### config.mk
export PLATFORM = sky130hd
export DESIGN_NAME = fetch_sequencer
export DESIGN_NICKNAME = d
export VERILOG_FILES = /design/src/rtl/fetch_sequencer.sv
export SDC_FILE = /design/constraint.sdc
export NUM_CORES = 1
export LEC_CHECK = 0
export BUFFER_PORTS_ARGS = -buffer_cell sky130_fd_sc_hd__buf_4
export CAP_MARGIN = 10
export CORE_AREA = 2 2 72 74
export DETAILED_ROUTE_END_ITERATION = 16
export DIE_AREA = 0 0 74 76
export GPL_TIMING_DRIVEN = 0
export PLACE_DENSITY_LB_ADDON = 0.08
export SLEW_MARGIN = 5
export SYNTH_ARGS = -nofsm -noshare
export SYNTH_HDL_FRONTEND = slang
export SYNTH_SLANG_ARGS = --single-unit
### constraint.sdc
create_clock -name clk -period 2.11 [get_ports clk]
set_input_delay 0.3165 -clock clk [delete_from_list [all_inputs] [get_ports clk]]
set_output_delay 0.3165 -clock clk [all_outputs]
set_load 0.01 [all_outputs]
### src/rtl/fetch_sequencer.sv
// Program-fetch controller: owns the PC, reads the instruction ROM and issues one registered instruction per cycle.
// Latency: first instruction valid 2 edges after start/redirect; backpressure: instr_valid && !instr_ready holds pc/instr/instr_pc.
module fetch_sequencer #(
    parameter int unsigned ADDR_W    = 5,
    parameter int unsigned DATA_W    = 16,
    parameter logic [ADDR_W-1:0] RESET_PC  = '0,
    parameter logic [DATA_W-1:0] HALT_WORD = 16'hFFFF
) (
    input  logic              clk,
    input  logic              rst,
    input  logic              start,
    output logic [ADDR_W-1:0] imem_addr,
    input  logic [DATA_W-1:0] imem_q,
    output logic [DATA_W-1:0] instr,
    output logic [ADDR_W-1:0] instr_pc,
    output logic              instr_valid,
    input  logic              instr_ready,
    input  logic              redirect,
    input  logic [ADDR_W-1:0] redirect_pc,
    output logic              halted,
    output logic              busy
);

    typedef enum logic [1:0] {IDLE, RUN, HALT} state_t;

    state_t            state, state_nxt;
    logic [ADDR_W-1:0] pc, pc_nxt;
    logic              issue;
    logic              vld_clr;

    assign imem_addr = pc;
    assign busy      = (state == RUN);

    always_comb begin
        state_nxt = state;
        pc_nxt    = pc;
        issue     = 1'b0;
        vld_clr   = 1'b0;
        unique case (state)
            IDLE: begin
                if (redirect) pc_nxt = redirect_pc;
                if (start)    state_nxt = RUN;
            end
            RUN: begin
                // Redirect wins over any load and flushes the output slot.
                if (redirect) begin
                    pc_nxt  = redirect_pc;
                    vld_clr = 1'b1;
                end else if (!instr_valid || instr_ready) begin
                    if (imem_q == HALT_WORD) begin
                        state_nxt = HALT;
                        vld_clr   = 1'b1;
                    end else begin
                        issue  = 1'b1;
                        pc_nxt = pc + {{(ADDR_W-1){1'b0}}, 1'b1};
                    end
                end
            end
            HALT: begin
                if (redirect) begin
                    pc_nxt    = redirect_pc;
                    state_nxt = RUN;
                end
            end
            default: state_nxt = IDLE;
        endcase
    end

    always_ff @(posedge clk or posedge rst) begin
        if (rst) begin
            state       <= IDLE;
            pc          <= RESET_PC;
            instr       <= '0;
            instr_pc    <= '0;
            instr_valid <= 1'b0;
            halted      <= 1'b0;
        end else begin
            state  <= state_nxt;
            pc     <= pc_nxt;
            halted <= (state_nxt == HALT);
            if (issue) begin
                instr       <= imem_q;
                instr_pc    <= pc;
                instr_valid <= 1'b1;
            end else if (vld_clr) begin
                instr_valid <= 1'b0;
            end
        end
    end

endmodule
==> run metrics <==
CTS sink count 30; row count 26; cell repeated most along the worst path buf_6; kind of end point of the critical path flip-flop; fill cell count between 400 and 500; Main synth FF type dfrtp_1; commonest non-fill, non-tap cells in the layout buf_4 (54), dfrtp_1 (30), mux2_4 (19), nand2_1 (11), clkbuf_8 (6); sum of routed wire length over all layers ~3100 um; Pwr per Cell Area just over 800 nW/um^2; largest fanout on the critical path 10; final critical path time including I/O delays and setup 1819 ps; max-cap viol count 0; number of buffers added on ports 54; cell-by-cell trace of the critical path nor2b_2, buf_6, nand2_1, or3_1, buf_6, buf_12, mux2_4; cell at the root of the clock tree clkbuf_8; Hold/Removal Path Class in2async; overall die width 74 um; most common library cell in the layout ignoring fill and taps buf_4; number of hold-slack violations in the final timing report 0; crit path launch type flip-flop; clock tree from TritonCTS built; Die Height 76 um; global router's overall resource usage 0.1186; share of final-layout standard cells stronger than drive strength 1 0.5322; summed negative setup slack over all endpoints 0 ps; clk_skew roughly 7.2 ps; cell family contributing the most delay on the critical path simple AND/OR/NAND/NOR gates; sequential element share of the synthesized area 0.5277; Initial Util 0.2896; antenna viol nets, final 0; kind of critical path reg2reg; global-route wire length before repair ~5000 um; Final Instance Count excl. Fillers between 200 and 250; Pre-Repair DR Iteration Count 4; number of instances in the synthesized netlist roughly 110; number of diodes 0; H-tree level count 2; cell leakage power 0.9943 nW; critical-path cell with the highest stage delay dfrtp_1; Worst-path clk slew approximately 60 ps; DR WL/cell between 10 and 15 um; Clock Path Buffers 2; Placer Congestion between 0.7 and 0.8; standard cell core area between 4000 and 5000 um^2; post-CTS setup buffer count 0; Max stage delay on crit path around 430 ps; pins over their slew limit 0; worst slew pin tran 564.5 ps; Mapped Nets between 100 and 150; Num CTS Buffers 5; Post-Synthesis Mean Instance Area approximately 13 um^2; CP required 2260 ps; count of buffer and inverter cells on the critical path 3; Post-synth EDFFs 0; final count of negative-setup-slack endpoints 0; number of unique standard cell types used by synthesis 28; maximum number of pins on one net before global-route repair 31; CP arrival ~2000 ps; clock latency reported for the late side of the worst-skew pair 280 ps; detailed placement HPWL approximately 2300 um; number of synthesized register bits 30; period utilization 0.8621; gr ovfl total 0; hold buffer count at cts 0; number of warnings printed during yosys synthesis 0; violation count after the first detailed-routing iteration 14; vias in the first global route 1067; unrepaired setup endpoints after global routing false; Async SR Flop Fraction 1.000; post-cts sizing count 0; run status finished, final reports clean; die area roughly 5600 um^2; netlist area before placement roughly 1400 um^2; worst ir drop on vdd 0.2728 mV; Final nets 197; headroom to the max-slew limit 0.6205; vias post-DR about 1100; area grow syn2layout 43.01%; number of antenna violations at the first check in global routing 0; Placed Cells 232; remaining routing DRC violations 0; via density per instance 4.365; count of pins on the block boundary 55; FMAX 549.7 MHz
-- kinds of logic after synthesis --
| family | count (synthesis) | share of synthesized area |
|---|---|---|
| simple gates | 33 | 0.1214 |
| flops | 30 | 0.5277 |
| mux | 22 | 0.2234 |
| compound gates | 16 | 0.06948 |
| buf+inv | 6 | 0.04925 |
| fa+ha+maj | 1 | 0.008794 |
-- layer usage --
layer | share of wire | global-route usage
met5 | 0 | 0
met3 | 0.070 | 0.04101
met4 | 0.018 | 0.04909
met2 | 0.48 | 0.1777
met1 | 0.43 | 0.1544
-- final timing paths --
| kind | startpoint | endpoint | slack (ps) | depth (start not counted) |
|---|---|---|---|---|
| hold / removal | rst | instr[7] | 10 | 2 |
| setup reg to reg | state[0] | instr[8] | 290 | 7 |
| max in group asynchronous | rst | instr[3] | 1670 | 3 |
| hold reg to reg | instr_valid | instr_valid | 500 | 2 |
| min in group clk | redirect | state[1] | 260 | 2 |
| setup / recovery | state[0] | instr[8] | 290 | 7 |
-- metrics by stage --
step | hold slack [ps] | cell area, um^2 | util | total power [mW] | setup slack (ps)
after floorplan | 382.9 | 1423 | - | 0.9979 | 387.7
after global placement | 489.2 | 1916 | 0.3900 | 1.226 | 87.50
after detailed placement | 492.2 | 1916 | 0.3900 | 1.235 | 83.84
after CTS | 244.7 | 2007 | 0.4086 | 1.712 | 286.9
after global routing | 25.12 | 2034 | 0.4142 | 1.793 | 187.1
final | 14.56 | 2034 | 0.4142 | 1.688 | 290.9
-- cell usage after synthesis, types with 2 or more instances --
| cell type | number | area (um^2) |
|---|---|---|
| buf_6 | 2 | 22.52 |
| nand2_1 | 11 | 41.29 |
| o22ai_1 | 2 | 12.51 |
| buf_12 | 2 | 40.04 |
| a21oi_1 | 4 | 20.02 |
| mux2_2 | 2 | 22.52 |
| nor3_1 | 2 | 10.01 |
| dfrtp_1 | 30 | 750.7 |
| nor2_1 | 5 | 18.77 |
| inv_1 | 2 | 7.510 |
| a31oi_1 | 3 | 18.77 |
| o21ai_0 | 3 | 15.01 |
| nand3_1 | 4 | 20.02 |
| nand4_1 | 4 | 25.02 |
| mux2_4 | 19 | 285.3 |
-- final cells by class --
cell class	count	area, um^2	area share
Sequential cell	30	750.7	0.3690
Clock inverter	1	5.005	0.002460
Timing Repair Buffer	55	432.9	0.2128
Buffer	4	62.56	0.03075
Tap cell	70	87.58	0.04305
Multi-Input combinational cell	72	601.8	0.2958
Clock buffer	7	86.33	0.04244
Inverter	2	7.507	0.003690
-- sequential cells by signal (all words and copies together) (netlist names) --
name and flops:
instr 16, imem_addr 5, instr_pc 5, state 2, halted 1, instr_valid 1
-- where the power goes --
| group | leakage (nW) | internal (mW) | switching (mW) |
|---|---|---|---|
| clock network | 0.0482 | 0.262 | 0.200 |
| logic | 0.596 | 0.296 | 0.183 |
| registers | 0.350 | 0.672 | 0.0749 |
No activity file was read; power rests on OpenSTA's default activity.
